==> src/rtl/ps2_pkg.sv <==
// Shared definitions for the PS/2 host transmit path: FSM states, frame
// constants, error codes and the odd-parity helper.
package ps2_pkg;

  // Transmitter sequencing states.
  typedef enum logic [2:0] {
    ST_IDLE      = 3'd0,
    ST_INHIBIT   = 3'd1,
    ST_START     = 3'd2,
    ST_DATA      = 3'd3,
    ST_ACK       = 3'd4,
    ST_WAIT_IDLE = 3'd5
  } ps2_tx_state_e;

  // Fixed frame bit values on the wire.
  localparam logic PS2_START_BIT = 1'b0;
  localparam logic PS2_STOP_BIT  = 1'b1;

  // Index of the stop bit inside the latched {stop, parity, data} frame.
  localparam logic [3:0] PS2_LAST_BIT_IDX = 4'd9;

  // tx_err_code values.
  localparam logic PS2_ERR_NACK    = 1'b0;
  localparam logic PS2_ERR_TIMEOUT = 1'b1;

  // Odd parity: the parity bit makes the total count of ones in data+parity odd.
  function automatic logic ps2_odd_parity(input logic [7:0] data);
    return ~^data;
  endfunction

endpackage

==> src/rtl/ps2_line_filter.sv <==
// PS/2 pad conditioning: 2-flop synchronizers on clock and data, a
// consecutive-sample filter on the clock line, and a one-cycle pulse on each
// filtered clock falling edge. Usable by both the transmit and receive paths.
module ps2_line_filter #(
  parameter int unsigned FILTER_LEN = 4
) (
  input  logic clk,
  input  logic rst_n,
  input  logic ps2_clk_i,
  input  logic ps2_data_i,
  output logic clk_level_o,
  output logic data_level_o,
  output logic fall_edge_o
);

  localparam int CNT_W = (FILTER_LEN > 1) ? $clog2(FILTER_LEN) : 1;

  logic [1:0]       clk_sync_q;
  logic [1:0]       data_sync_q;
  logic             clk_level_q, clk_level_d;
  logic [CNT_W-1:0] cnt_q, cnt_d;
  logic             fall_q, fall_d;

  // Bring both asynchronous pads into the clk domain; idle lines are high.
  always_ff @(posedge clk or negedge rst_n) begin
    if (!rst_n) begin
      clk_sync_q  <= 2'b11;
      data_sync_q <= 2'b11;
    end else begin
      // NOTE: non-blocking assignments make every flop sample the pre-edge
      // value, so the two stages really are two stages.
      clk_sync_q  <= {clk_sync_q[0], ps2_clk_i};
      data_sync_q <= {data_sync_q[0], ps2_data_i};
    end
  end

  // Accept a clock level change only after FILTER_LEN consecutive differing samples.
  always_comb begin
    // NOTE: every variable gets a default first, so no path leaves one
    // unassigned and no latch is inferred.
    clk_level_d = clk_level_q;
    cnt_d       = '0;
    fall_d      = 1'b0;
    if (clk_sync_q[1] != clk_level_q) begin
      if (cnt_q == CNT_W'(FILTER_LEN - 1)) begin
        clk_level_d = clk_sync_q[1];
        fall_d      = ~clk_sync_q[1];
      end else begin
        cnt_d = cnt_q + 1'b1;
      end
    end
  end

  // Filter state and the registered falling-edge pulse.
  always_ff @(posedge clk or negedge rst_n) begin
    if (!rst_n) begin
      clk_level_q <= 1'b1;
      cnt_q       <= '0;
      fall_q      <= 1'b0;
    end else begin
      clk_level_q <= clk_level_d;
      cnt_q       <= cnt_d;
      fall_q      <= fall_d;
    end
  end

  assign clk_level_o  = clk_level_q;
  assign data_level_o = data_sync_q[1];
  assign fall_edge_o  = fall_q;

endmodule

==> src/rtl/ps2_host_tx.sv <==
// PS/2 host-to-device transmitter. Accepts one command byte, inhibits the
// bus, issues the start bit, shifts data/parity/stop on device clock falling
// edges, checks the device ack and reports done or error (NACK / timeout).
module ps2_host_tx
  import ps2_pkg::*;
#(
  parameter int unsigned INHIBIT_CYCLES = 10000,
  parameter int unsigned TIMEOUT_CYCLES = 1500000,
  parameter int unsigned FILTER_LEN     = 4
) (
  input  logic       ACLK,
  input  logic       ARESETN,
  input  logic [7:0] tx_data,
  input  logic       tx_valid,
  output logic       tx_ready,
  output logic       tx_done,
  output logic       tx_err,
  output logic       tx_err_code,
  output logic       tx_active,
  input  logic       ps2_clk_i,
  input  logic       ps2_data_i,
  output logic       ps2_clk_oe,
  output logic       ps2_data_oe
);

  localparam int INH_W = (INHIBIT_CYCLES > 1) ? $clog2(INHIBIT_CYCLES) : 1;
  localparam int TMO_W = (TIMEOUT_CYCLES > 1) ? $clog2(TIMEOUT_CYCLES) : 1;

  ps2_tx_state_e state_q, state_d;

  logic [9:0]       frame_q, frame_d;      // {stop, parity, data[7:0]}
  logic [3:0]       bit_cnt_q, bit_cnt_d;  // frame bits presented so far
  logic             bit_q, bit_d;          // frame bit currently on the wire
  logic [INH_W-1:0] inh_cnt_q, inh_cnt_d;
  logic [TMO_W-1:0] tmo_cnt_q, tmo_cnt_d;
  logic             err_code_q, err_code_d;

  logic clk_level;
  logic data_level;
  logic fall_edge;
  logic accept;
  logic tmo_hit;
  logic inh_done;
  logic err_pulse;
  logic err_code_now;

  ps2_line_filter #(
    .FILTER_LEN (FILTER_LEN)
  ) u_line_filter (
    .clk          (ACLK),
    .rst_n        (ARESETN),
    .ps2_clk_i    (ps2_clk_i),
    .ps2_data_i   (ps2_data_i),
    .clk_level_o  (clk_level),
    .data_level_o (data_level),
    .fall_edge_o  (fall_edge)
  );

  assign accept   = tx_valid && (state_q == ST_IDLE);
  assign inh_done = (inh_cnt_q == INH_W'(INHIBIT_CYCLES - 1));
  // The cycle after accept sees tmo_cnt_q = 0, so the hit lands TIMEOUT_CYCLES
  // cycles after the accepting cycle.
  assign tmo_hit  = (state_q != ST_IDLE) && (tmo_cnt_q == TMO_W'(TIMEOUT_CYCLES - 1));

  // State register; reset returns to IDLE, which releases both lines at once.
  always_ff @(posedge ACLK or negedge ARESETN) begin
    if (!ARESETN) begin
      state_q <= ST_IDLE;
    end else begin
      state_q <= state_d;
    end
  end

  // Next-state logic; timeout overrides any simultaneous line event.
  always_comb begin
    state_d = state_q;
    case (state_q)
      ST_IDLE:      if (accept) state_d = ST_INHIBIT;
      ST_INHIBIT:   if (inh_done) state_d = ST_START;
      ST_START:     if (fall_edge) state_d = ST_DATA;
      ST_DATA:      if (fall_edge && (bit_cnt_q == PS2_LAST_BIT_IDX)) state_d = ST_ACK;
      ST_ACK:       if (fall_edge) state_d = data_level ? ST_IDLE : ST_WAIT_IDLE;
      ST_WAIT_IDLE: if (clk_level && data_level) state_d = ST_IDLE;
      default:      state_d = ST_IDLE;
    endcase
    if (tmo_hit) state_d = ST_IDLE;
  end

  // Outputs: line drives, status and the done/error pulses of the final cycle.
  always_comb begin
    tx_ready     = (state_q == ST_IDLE);
    tx_active    = (state_q != ST_IDLE);
    ps2_clk_oe   = 1'b0;
    ps2_data_oe  = 1'b0;
    tx_done      = 1'b0;
    err_pulse    = 1'b0;
    err_code_now = PS2_ERR_NACK;
    case (state_q)
      ST_INHIBIT:   ps2_clk_oe  = 1'b1;
      ST_START:     ps2_data_oe = ~PS2_START_BIT;
      ST_DATA:      ps2_data_oe = ~bit_q;
      ST_ACK:       if (fall_edge && data_level) err_pulse = 1'b1;
      ST_WAIT_IDLE: if (clk_level && data_level) tx_done = 1'b1;
      default:      ;
    endcase
    if (tmo_hit) begin
      ps2_clk_oe   = 1'b0;
      ps2_data_oe  = 1'b0;
      tx_done      = 1'b0;
      err_pulse    = 1'b1;
      err_code_now = PS2_ERR_TIMEOUT;
    end
    tx_err      = err_pulse;
    tx_err_code = err_pulse ? err_code_now : err_code_q;
  end

  // Datapath next values: frame latch, bit shifting and the two counters.
  always_comb begin
    frame_d    = frame_q;
    bit_cnt_d  = bit_cnt_q;
    bit_d      = bit_q;
    inh_cnt_d  = inh_cnt_q;
    tmo_cnt_d  = tmo_cnt_q;
    err_code_d = err_pulse ? err_code_now : err_code_q;
    if (state_q != ST_IDLE) tmo_cnt_d = tmo_cnt_q + 1'b1;
    case (state_q)
      ST_IDLE: begin
        if (accept) begin
          frame_d   = {PS2_STOP_BIT, ps2_odd_parity(tx_data), tx_data};
          bit_cnt_d = '0;
          inh_cnt_d = '0;
          tmo_cnt_d = '0;
        end
      end
      ST_INHIBIT: inh_cnt_d = inh_cnt_q + 1'b1;
      ST_START: begin
        if (fall_edge) begin
          bit_d     = frame_q[0];
          bit_cnt_d = 4'd1;
        end
      end
      ST_DATA: begin
        if (fall_edge) begin
          bit_d     = frame_q[bit_cnt_q];
          bit_cnt_d = bit_cnt_q + 4'd1;
        end
      end
      default: ;
    endcase
  end

  // Datapath registers.
  always_ff @(posedge ACLK or negedge ARESETN) begin
    if (!ARESETN) begin
      frame_q    <= '0;
      bit_cnt_q  <= '0;
      bit_q      <= PS2_STOP_BIT;
      inh_cnt_q  <= '0;
      tmo_cnt_q  <= '0;
      err_code_q <= PS2_ERR_NACK;
    end else begin
      frame_q    <= frame_d;
      bit_cnt_q  <= bit_cnt_d;
      bit_q      <= bit_d;
      inh_cnt_q  <= inh_cnt_d;
      tmo_cnt_q  <= tmo_cnt_d;
      err_code_q <= err_code_d;
    end
  end

endmodule

==> config.mk <==
export PLATFORM = sky130hd
export DESIGN_NAME = ps2_host_tx
export DESIGN_NICKNAME = d
export VERILOG_FILES = /design/src/rtl/ps2_pkg.sv /design/src/rtl/ps2_line_filter.sv /design/src/rtl/ps2_host_tx.sv
export SDC_FILE = /design/constraint.sdc
export NUM_CORES = 1
export LEC_CHECK = 0
export CAP_MARGIN = 5
export CORE_AREA = 4 4 82 77
export CTS_CLUSTER_DIAMETER = 60
export DETAILED_ROUTE_END_ITERATION = 6
export DIE_AREA = 0 0 86 81
export PLACE_DENSITY = 0.79
export SYNTH_ARGS = -nofsm -noshare
export SYNTH_HDL_FRONTEND = slang
export SYNTH_SLANG_ARGS = --single-unit
==> constraint.sdc <==
create_clock -name ACLK -period 5.24 [get_ports ACLK]
set_input_delay 0.524 -clock ACLK [delete_from_list [all_inputs] [get_ports ACLK]]
set_output_delay 0.524 -clock ACLK [all_outputs]
set_load 0.005 [all_outputs]
; Yosys cells after proc, flatten, opt, wreduce, memory -nomap -nowiden
; Index checks and enable logic that the tools add are counted.
[op_classes]
eq_ne = 19
addsub = 4
n_reduce_logical = 17
order_cmp = 1
muxes = 39
n_bitwise = 2
[ops]
columns = op, count
row1 = 21-bit two-way mux, 3
row2 = 14-bit case mux with 2 select lines, 1
row3 = 3-bit two-way mux, 8
row4 = "21-bit by 1-bit adder with 21-bit output, second input constant", 1
row5 = "21-bit equality test, second input constant", 1
row6 = 3-bit case mux with 6 select lines, 1
row7 = 1-bit two-way mux, 16
row8 = "14-bit by 1-bit adder with 14-bit output, second input constant", 1
row9 = "14-bit equality test, second input constant", 1
row10 = 14-bit two-way mux, 1
row11 = 4-bit two-way mux, 3
row12 = 4-bit case mux with 3 select lines, 1
row13 = "3-bit != test, second input constant", 3
row14 = 8-bit XNOR reduction, 1
row15 = "3-bit by 2-bit equality test with 1-bit output, second input constant", 2
row16 = "3-bit equality test, second input constant", 2
row17 = "2-bit by 1-bit != test with 1-bit output, second input constant", 3
row18 = "3-bit by 2-bit != test with 1-bit output, second input constant", 2
row19 = 2-bit AND reduction, 3
row20 = 6-bit AND reduction, 1
row21 = 3-bit nonzero test, 2
row22 = 1-bit logical AND, 5
row23 = "4-bit by 5-bit less-than comparator with 1-bit output, second input constant", 1
row24 = "4-bit by 1-bit adder with 4-bit output, second input constant", 1
row25 = other kinds (14), 18
[word_totals]
output_inout_bits = 7
inputBits = 13
elab_cells = 94
reg_bits = 62

; Depth between registers and ports, before layout
; Gate-level depths: netlist of the first run.
[logic_depth]
ltp_word = 5
mapped_depth = 8
depth_no_buf = 6

; By module
; A second synthesis of the first run with hierarchy kept.
[unflattened]
hier_cells = 328
hier_area_um2 = 3200.6
[modules_own_cells]
columns = mod, cells_each, seq_area_each_um2, instances, area_each_um2
row1 = ps2_host_tx, 314, 1352.5, 1, 2935.3
row2 = ps2_line_filter, 14, 206.4, 1, 265.3

; Least setup slack after synthesis of the first run
; OpenSTA, ideal clock, no wires.
[synth_timing]
path_kind = register -> output
start = register tmo_cnt_q[0]
end = output port tx_err_code
n_path_buf = 0
path_stages_with_launch = 6
setup_slack_ns = 3.099
arrival_time_ns = 1.617
path_cell_list = dfrtp_1 -> ha_1 -> o31ai_1 -> or2_2 -> nor3_1 -> o21bai_1
[synth_via]
elab_chain_cells = 4
[synth_rtl]
columns = item, line_no
row1 = from (decl), ps2_host_tx.sv:35  ; logic [TMO_W-1:0] tmo_cnt_q, tmo_cnt_d;
row2 = from (signal assigned), ps2_host_tx.sv:166  ; tmo_cnt_q <= tmo_cnt_d;
row3 = 21-bit equality test *, ps2_host_tx.sv:63  ; assign tmo_hit = (state_q != ST_IDLE) && (tmo_cnt_q == TMO_W'(TIMEOUT_CYCLES - 1));
row4 = 1-bit logical AND *, ps2_host_tx.sv:63
row5 = 1-bit two-way mux, ps2_host_tx.sv:106  ; if (tmo_hit) begin
row6 = 1-bit two-way mux *, -
row7 = to (decl), ps2_host_tx.sv:18  ; output logic tx_err_code,
; Mark *: on every way between the ends. The rest lies on a longest branch, timed or not.

; Worst setup path in the final report of the first run
[layout_timing]
start = register state_q[0]
end = output port tx_err_code
[layout_via]
elab_chain_cells = 4
[layout_rtl]
columns = item, line_no
row1 = from (decl), ps2_host_tx.sv:29  ; ps2_tx_state_e state_q, state_d;
row2 = from (signal assigned), ps2_host_tx.sv:70  ; state_q <= state_d;
row3 = 3-bit equality test or 3-bit nonzero test (tied branches), "ps2_host_tx.sv:98, ps2_host_tx.sv:63"
row4 = 1-bit two-way mux or 1-bit logical AND (tied branches), "ps2_host_tx.sv:98, ps2_host_tx.sv:63"
row5 = 1-bit two-way mux, ps2_host_tx.sv:106
row6 = 1-bit two-way mux *, -
; Marks and branches as above.

==> results of run 1 <==
## state kept, by name, indices dropped and copies added (netlist names)
signal	flops
bit_cnt_q	4
bit_q	1
err_code_q	1
frame_q	10
inh_cnt_q	14
state_q	3
tmo_cnt_q	21
u_line_filter.clk_level_o	1
u_line_filter.clk_sync_q	2
u_line_filter.cnt_q	2
u_line_filter.data_sync_q	2
u_line_filter.fall_edge_o	1
## final cells by class
cell class | count | area share, %
inverter | 7 | 0.7315
clock inverter | 4 | 0.6270
tap | 70 | 2.438
sequential | 62 | 43.40
multi-input combinational | 248 | 42.98
clock buffer | 12 | 4.040
timing repair buffer | 22 | 5.782
## power breakdown
part / internal [µW] / leakage [µW] / total (µW) / switching (µW)
clock: 182 / 0.0000861 / 360 / 178
combinational: 40.4 / 0.000908 / 77.3 / 36.9
sequential: 506 / 0.000712 / 528 / 22.2
total: 729 / 0.00171 / 966 / 237
## worst max-delay path: stages, from the launching register on
cell	delay (ns)
dfrtp_1	0.58
o31ai_1	0.19
or2_2	0.34
nor3_1	0.19
buf_4	0.20
o21bai_1	0.14
clkdlybuf4s50_1	0.53
## through the flow
step / total power (µW) / setup slack (ns) / area (µm²) / util (%) / std cells
2_1_floorplan: 581.9 / 3.099 / 3201 / - / 334
3_3_place_gp: 610.5 / 2.630 / 3425 / 62.29 / 409
3_5_place_dp: 615.6 / 2.585 / 3425 / 62.29 / 409
4_1_cts: 980.6 / 2.191 / 3592 / 65.34 / 425
5_1_grt: 1022 / 1.985 / 3592 / 65.34 / 425
6_report: 966.0 / 2.206 / 3592 / 65.34 / 425
## cells in the final DEF, fill, tap and decap left out, types with 9 or more instances in the layout
| master | instances |
|---|---|
| nor3_1 | 9 |
| nor2_1 | 19 |
| nand3_1 | 25 |
| o21ai_0 | 14 |
| dfrtp_1 | 56 |
| clkbuf_8 | 10 |
| nand2_1 | 67 |
| mux2i_1 | 23 |
| clkdlybuf4s50_1 | 18 |
## metal layers
layer | routed length, µm | up-vias | track usage (%)
li1 | - | 1215 | -
met1 | 2848 | 1190 | 24.93
met2 | 2876 | 46 | 32.67
met3 | 285 | 6 | 7.606
met4 | 68 | 0 | 6.962
met5 | 0 | - | 0
## logic make-up after synthesis
family	Yosys count
multiplexers	26
adder cells (fa/ha/maj)	5
AND/OR/NAND/NOR	164
AO/OA/AOI/OAI	44
flip-flops	62
buffers and inverters	24
XOR/XNOR	9
## worst max path at each step
stage                            from           to  slack, ns
2_1_floorplan  tmo_cnt_q[0]$_DFF_PN0_  tx_err_code       3.10
3_5_place_dp   state_q[0]$_DFFE_PN0P_  tx_err_code       2.59
3_3_place_gp   state_q[0]$_DFFE_PN0P_      tx_done       2.63
6_report       state_q[0]$_DFFE_PN0P_  tx_err_code       2.21
4_1_cts        state_q[0]$_DFFE_PN0P_  tx_err_code       2.19
5_1_grt        state_q[0]$_DFFE_PN0P_      tx_done       1.99
==> out/metrics.yaml, run 1 <==
drt:
  viasPerCell: 5.781
  postRouteAntennaNets: 0
  via_count: 2457
  first_pass_iters: 4
  wl_per_cell_um: 14.30
  drc_errors: 0
  first_iter_violations: 235
  routed_wl_mm: 6.078
power_and_ir_drop:
  leakage_uw: 0.001706
  vdd_ir_drop_max_mv: 0.2405
  power_density_mw_per_mm2: 268.9
synth:
  synth_area_leaders: "dfrtp_1 (44%), nand2_1 (7.9%), mux2i_1 (7.2%)"
  synth_cell_types: 47
  syn_area_per_cell_um2: 9.583
  synth-seq-cells: 62
  synth_area_leader_cell: "dfrtp_1"
  ys_seq_area_share_pct: 48.71
  synth_compound_area_share_pct: 9.382
  synthCells: 334
  synth_common_cells: "nand2_1 (67), dfrtp_1 (56), nand3_1 (25), mux2i_1 (23), nor2_1 (19)"
  yosysWarningCount: 0
  synth.area.mux_share_pct: 8.952
  synth_enable_flop_cells: 0
  syn_area_mm2: 0.003201
  synth_most_common_cell: "nand2_1"
  synth_xor_area_share_pct: 2.463
  synthAdderAreaFrac_pct: 1.955
  ys.flop_type: "dfrtp_1"
  synth_top_family_by_area: "simple AND/OR/NAND/NOR gates"
  yosys.area.top_type_share_pct: 43.78
  syn_nets: 352
  synth-simple-area-share_pct: 25.49
  synth-async-reset-ratio_pct: 100.0
sta:
  hold_viol_final: 0
  rsz0062_at_grt: "no"
  skew_ns: 0.007996
  max_freq_ghz: 0.3296
  tightestPinTransition_ns: 1.019
  fin_setup_tns_ns: 0
  drv_slew: 0
  hold_ws_ns: 0.1088
  min_period_over_period_pct: 57.90
  setup_viol: 0
  slew_headroom_pct: 31.57
  timing.final.crit_period_ns: 3.034
clock_tree:
  tritoncts: "built"
  htree_levels: 3
  clk_transition_reported_paths_ns: 0.07
  hold_buffers: 0
  cts_made_buffers: 9
  clk_latency_ns: 0.35
  cts_resized: 0
  post-cts-setup-buffers: 0
  cts.path.max_buffers: 2
  cts.sinks: 62
  cts-root-buf: "clkbuf_8"
layout:
  drive_gt1_share_pct: 10.42
  n_antenna_cell: 0
  nFillCells: 437
  seqCellArea_mm2: 0.001559
  multi_input_area_mm2: 0.001544
  finalNetCount: 368
  area_growth_pct: 12.24
grt:
  grt_util_all_layers_pct: 20.19
  grt_antenna_before_repair: 0
  grt_start_max_net_pins: 44
  grt_pass1_vias: 2335
  grt_pass1_wl_mm: 10.87
  grt_overflow: 0
worst_setup_path:
  worstSetupStartpointType: "flop"
  required_ns: 4.72
  rrSetupSlack_ns: 2.90
  cp-end-kind: "primary output"
  r2r_cells: 4
  cp.arrival_ns: 2.51
  crit_path_max_fanout: 14
  r2r-end: "inh_cnt_q[13]$_DFFE_PN0P_"
  r2r-start: "state_q[0]$_DFFE_PN0P_"
  criticalPathCategory: "reg -> out"
floorplanning:
  die_x_um: 86
  fp-row-count: 26
  die_h_um: 81
  die-area_mm2: 0.006966
  io_pins: 20
  core_mm2: 0.005498
  initial_utilization_pct: 58.22
outcome:
  outcome: "finished, final reports clean"
placement:
  port_buffers: 19
  hpwl_mm: 4.194
  gp_congestion: 0.8062
hold_path:
  hp-class: "in -> async"
job:
  max_cap_viol_count: 0
No activity file was read; power rests on OpenSTA's default activity.
==> run 2, diff against run 1 <==
--- a/config.mk
+++ b/config.mk
@@ -6,11 +6,11 @@
 export NUM_CORES = 1
 export LEC_CHECK = 0
 export CAP_MARGIN = 5
-export CORE_AREA = 4 4 82 77
+export CORE_AREA = 4 4 83 77
 export CTS_CLUSTER_DIAMETER = 60
 export DETAILED_ROUTE_END_ITERATION = 6
-export DIE_AREA = 0 0 86 81
-export PLACE_DENSITY = 0.79
+export DIE_AREA = 0 0 87 81
+export PLACE_DENSITY = 0.78
 export SYNTH_ARGS = -nofsm -noshare
 export SYNTH_HDL_FRONTEND = slang
 export SYNTH_SLANG_ARGS = --single-unit
==> constraint.sdc (replaced) <==
create_clock -name ACLK -period 3 [get_ports ACLK]
set_input_delay 0.3 -clock ACLK [delete_from_list [all_inputs] [get_ports ACLK]]
set_output_delay 0.3 -clock ACLK [all_outputs]
set_load 0.005 [all_outputs]
==> run 2 against run 1 <==
Net effect: largest power group unchanged; clock skew decreased by 0.00094 ns; sequential power increased by 75%; highest routed layer unchanged; worst hold slack improved by 0.25 ns.
==> out/metrics.yaml, run 2 (synthesis gave the netlist of run 1 again) <==
outcome:
  outcome: "finished, final reports clean"
floorplanning:
  die_h_um: 81
  fp-row-count: 26
  die-area_mm2: 0.007047
  initial_utilization_pct: 57.53
  die_x_um: 87
  io_pins: 20
  core_mm2: 0.005563
clock_tree:
  cts_resized: 0
  cts.sinks: 62
  cts-root-buf: "clkbuf_8"
  clk_latency_ns: 0.34
  cts.path.max_buffers: 2
  cts_made_buffers: 9
  htree_levels: 3
  tritoncts: "built"
  clk_transition_reported_paths_ns: 0.06
layout:
  regMostFlops: "tmo_cnt_q"
  final_cell_mix: "nand2_1 (67), dfrtp_1 (56), nand3_1 (25)"
  final_common_cell: "nand2_1"
  largestRegisters: "tmo_cnt_q x21, inh_cnt_q x14, frame_q x10"
  finalNetCount: 372
  largest_reg_flops: 21
  n_antenna_cell: 0
  finalNonFillerCells: 429
  fin_area_mm2: 0.003676
  drive_gt1_share_pct: 11.70
  area_growth_pct: 14.86
placement:
  place_area_mm2: 0.003447
  placed_cells: 412
  gp_congestion: 0.7925
  port_buffers: 19
  hpwl_mm: 4.214
sta:
  rsz0062_at_grt: "no"
  timing.final.crit_period_ns: 2.740
  min_period_over_period_pct: 91.35
  drv_slew: 0
  fin_setup_tns_ns: 0
  setup_viol: 0
  slew_headroom_pct: 61.60
  max_freq_ghz: 0.3649
  hold_viol_final: 0
  skew_ns: 0.007051
  tightestPinTransition_ns: 0.5760
drt:
  first_iter_violations: 145
  first_pass_iters: 4
  viasPerCell: 5.734
  drt-met1-wl_mm: 3.025
  met3_length_um: 337
  drc_errors: 0
  via_count: 2460
  postRouteAntennaNets: 0
  routed.top_layer: "met4"
  routed_wl_mm: 6.419
  wl_met2_mm: 2.968
  wl_per_cell_um: 14.96
power_and_ir_drop:
  p_total_uw: 1847
  vdd_ir_drop_max_mv: 0.4852
  leakage_uw: 0.001755
  power_density_mw_per_mm2: 502.5
grt:
  grt_start_max_net_pins: 48
  grt_overflow: 0
  grt_pass1_wl_mm: 10.93
  grt_antenna_before_repair: 0
  grt_util_all_layers_pct: 20.16
  grt_pass1_vias: 2414
worst_setup_path:
  cp.arrival_ns: 2.44
  cp-end-kind: "primary output"
  worstSetupStartpointType: "flop"
  crit_path_max_fanout: 11
  required_ns: 2.70
  criticalPathCategory: "reg -> out"
job:
  max_cap_viol_count: 0
hold_path:
  hp-class: "reg -> reg"
==> run 2: cell count changes in the layout (fill, tap and decap cells not counted), sizes merged <==
cell         before  now
dlygate4sd3       0    1
clkinv            3    2
buf               4    7
bufinv            0    1
clkbuf           12   13
clkinvlp          1    0
==> run 2: routing by layer <==
| layer | vias to the layer above | global-route usage [%] |
|---|---|---|
| li1 | 1216 | - |
| met1 | 1176 | 24.89 |
| met2 | 60 | 32.17 |
| met3 | 8 | 7.404 |
| met4 | 0 | 7.944 |
| met5 | - | 0 |
==> run 2: final cells by class <==
type | count | area (µm²)
sequential | 62 | 1559
timing repair buffer | 26 | 240.2
fill | 451 | 1887
tap | 70 | 87.58
multi-input combinational | 248 | 1544
clock inverter | 3 | 40.04
clock buffer | 13 | 178.9
inverter | 7 | 26.28
==> run 2: final timing paths <==
kind                                                        from                                     to  slack, ns  depth (start not counted)
min                        u_line_filter.clk_sync_q[0]$_DFF_PN1_  u_line_filter.clk_sync_q[1]$_DFF_PN1_       0.36                          0
max in group asynchronous                                ARESETN                 tmo_cnt_q[3]$_DFF_PN0_       1.72                          3
min reg2reg                u_line_filter.clk_sync_q[0]$_DFF_PN1_  u_line_filter.clk_sync_q[1]$_DFF_PN1_       0.36                          0
max reg2reg                               state_q[1]$_DFFE_PN0P_              inh_cnt_q[13]$_DFFE_PN0P_       0.71                          4
min in group asynchronous                                ARESETN       u_line_filter.cnt_q[0]$_DFF_PN0_       0.39                          2
max                                       state_q[1]$_DFFE_PN0P_                                tx_done       0.26                          6
==> run 2: stage by stage <==
| stage | setup slack (ns) | hold slack, ns | util (%) |
|---|---|---|---|
| finish | 0.2595 | 0.3576 | 66.08 |
| global placement | 0.6620 | 0.2197 | 61.97 |
| floorplan | 1.083 | 0.004409 | - |
| detailed placement | 0.6297 | 0.2231 | 61.97 |
| CTS | 0.2227 | 0.3488 | 66.08 |
| global route | 0.07040 | 0.3556 | 66.08 |
==> run 2: report_power, final <==
part           leakage (µW)  internal, µW  switching, µW
Combinational      0.000927          70.6           64.1
Clock              0.000115           472            319
Sequential         0.000712           884           37.9
==> run 2: timing repair <==
item,CTS,global route
hold endpoints to repair,9,0
hold buffers,1,0
setup buffers,0,0
==> run 2: critical path, cell delays in order (launching register included) <==
cell             delay [ns]
dfrtp_1                0.48
o31ai_1                0.42
or2_2                  0.21
nor3_1                 0.05
buf_4                  0.17
nor4_1                 0.23
clkdlybuf4s50_1        0.55
==> run 3, diff against run 2 <==
--- a/config.mk
+++ b/config.mk
@@ -6,11 +6,13 @@
 export NUM_CORES = 1
 export LEC_CHECK = 0
 export CAP_MARGIN = 5
-export CORE_AREA = 4 4 83 77
+export CELL_PAD_IN_SITES_DETAIL_PLACEMENT = 1
+export CELL_PAD_IN_SITES_GLOBAL_PLACEMENT = 1
+export CORE_AREA = 4 4 93 87
 export CTS_CLUSTER_DIAMETER = 60
 export DETAILED_ROUTE_END_ITERATION = 6
-export DIE_AREA = 0 0 87 81
-export PLACE_DENSITY = 0.78
+export DIE_AREA = 0 0 97 91
+export PLACE_DENSITY_LB_ADDON = 0.1
 export SYNTH_ARGS = -nofsm -noshare
 export SYNTH_HDL_FRONTEND = slang
 export SYNTH_SLANG_ARGS = --single-unit
==> run 3 against run 2 <==
Net effect: final cell count rose by 5.6%; critical path depth did not move; clock power fell by 2.9%; critical path type unchanged; fmax fell by 1.5%; first-iteration DRC count fell by 29%; wire length rose by 20%; non-clock buffer count rose by 1; via count rose by 3.9%; largest power group unchanged; critical endpoint is now tx_err_code.
==> out/metrics.yaml, run 3 (synthesis gave the netlist of run 1 again) <==
outcome:
  outcome: "finished, final reports clean"
drt:
  routed.top_layer: "met4"
  routed_wl_mm: 7.706
  wl_per_cell_um: 17.01
  drt-met1-wl_mm: 3.760
  postRouteAntennaNets: 0
  first_iter_violations: 103
  wl_met2_mm: 3.647
  viasPerCell: 5.642
  first_pass_iters: 4
  via_count: 2556
  drc_errors: 0
  met3_length_um: 205
job:
  max_cap_viol_count: 0
sta:
  max_freq_ghz: 0.3596
  drv_slew: 0
  tightestPinTransition_ns: 0.5607
  rsz0062_at_grt: "no"
  setup_viol: 0
  fin_setup_tns_ns: 0
  hold_viol_final: 0
  timing.final.crit_period_ns: 2.781
  skew_ns: 0.009811
  min_period_over_period_pct: 92.70
  slew_headroom_pct: 62.53
worst_setup_path:
  worst_path_max_delay_cell: "clkdlybuf4s50_1"
  path_cells: "o31ai_1, or2_2, nor3_1, buf_4, o21bai_1, clkdlybuf4s50_1"
  cp.arrival_ns: 2.48
  worstSetupStartpointType: "flop"
  max_stage_delay_ns: 0.54
  required_ns: 2.70
  criticalPathCategory: "reg -> out"
  crit_path_max_fanout: 11
  cp-end-kind: "primary output"
power_and_ir_drop:
  p_seq_share_pct: 50.4
  pwr-share-comb_pct: 7.7
  p_switching_uw: 446.2
  leakage_uw: 0.001749
  switching_share_pct: 24.36
  power_density_mw_per_mm2: 493.9
  p_int_uw: 1385
  vdd_ir_drop_max_mv: 0.3479
  p_clk_share_pct: 41.9
layout:
  largest_reg_flops: 21
  final_cell_mix: "nand2_1 (67), dfrtp_1 (55), nand3_1 (25)"
  n_antenna_cell: 0
  regMostFlops: "tmo_cnt_q"
  largestRegisters: "tmo_cnt_q x21, inh_cnt_q x14, frame_q x10"
  drive_gt1_share_pct: 11.67
  nFillCells: 808
  final_core_util_pct: 52.96
  finalNetCount: 373
  area_growth_pct: 15.87
  final_common_cell: "nand2_1"
grt:
  grt_util_all_layers_pct: 18.72
  grt_start_max_net_pins: 63
  grt_pass1_wl_mm: 13.39
  grt_pass1_vias: 2670
  grt_antenna_before_repair: 0
  grt_overflow: 0
clock_tree:
  cts.sinks: 62
  cts.path.max_buffers: 2
  cts-root-buf: "clkbuf_8"
  tritoncts: "built"
  clk_latency_ns: 0.34
  cts_made_buffers: 9
  clk_transition_reported_paths_ns: 0.07
  htree_levels: 3
  post-cts-setup-buffers: 0
floorplanning:
  fp-row-count: 29
  initial_utilization_pct: 45.70
  die_h_um: 91
  core_mm2: 0.007003
  die_x_um: 97
  io_pins: 20
  die-area_mm2: 0.008827
placement:
  port_buffers: 19
  gp_congestion: 0.7730
  hpwl_mm: 5.282
hold_path:
  hp-class: "in -> reg"
[run 3: cell type report]
| type | instances | area, µm² | area share, % |
|---|---|---|---|
| flip-flops and latches | 62 | 1560 | 42.07 |
| well taps | 93 | 116.4 | 3.138 |
| repair buffers | 27 | 260.3 | 7.018 |
| inverters | 7 | 26.28 | 0.7085 |
| multi-input cells | 248 | 1544 | 41.63 |
| clock inverters | 3 | 42.54 | 1.147 |
| clock buffers | 13 | 158.9 | 4.285 |
[run 3: per-stage QoR]
step	hold slack [ns]	power [µW]	instance area (µm²)	setup slack [ns]	instances
2_1_floorplan	0.004409	1016	3201	1.083	334
3_3_place_gp	0.3381	1074	3496	0.6156	436
3_5_place_dp	0.3418	1081	3496	0.5423	436
4_1_cts	0.3433	1850	3707	0.1429	453
5_1_grt	0.3348	1927	3709	0.04091	453
6_report	0.3570	1832	3709	0.2189	453
[run 3: worst max-delay path, delay by kind of cell, from the launching register on]
family	cells	cell delay, ns
buf+inv	2	0.74
simple gates	2	0.56
flops	1	0.53
compound gates	2	0.30
[run 3: worst paths after layout]
kind / from / endpoint / slack [ns] / cells after the start
setup / recovery: state_q[1]$_DFFE_PN0P_ / tx_err_code / 0.22 / 6
hold / removal: ps2_clk_i / u_line_filter.clk_sync_q[0]$_DFF_PN1_ / 0.36 / 1
setup reg to reg: state_q[1]$_DFFE_PN0P_ / inh_cnt_q[13]$_DFFE_PN0P_ / 0.73 / 5
hold reg to reg: u_line_filter.clk_sync_q[0]$_DFF_PN1_ / u_line_filter.clk_sync_q[1]$_DFF_PN1_ / 0.36 / 0
max in group asynchronous: ARESETN / u_line_filter.data_sync_q[1]$_DFF_PN1_ / 2.17 / 3
min in group asynchronous: ARESETN / inh_cnt_q[11]$_DFFE_PN0P_ / 0.49 / 3
[run 3: power groups by stage]
stage | logic [µW] | registers (µW) | clock network, µW
finish | 141 | 923 | 768
detailed placement | 142 | 939 | 0
global placement | 137 | 938 | 0
floorplan | 92.4 | 924 | 0
global route | 162 | 933 | 832
CTS | 144 | 924 | 783
[run 3: repair_timing]
action	4_1_cts	5_1_grt
endpoints found under the setup margin	0	1
hold endpoints to repair	56	0
resized for setup	0	1
hold buffers	1	0
[run 3: layer usage]
layer	vias up	track usage, %
met3	7	5.057
met1	1297	26.27
met5	-	0
met2	24	28.79
li1	1228	-
met4	0	5.029
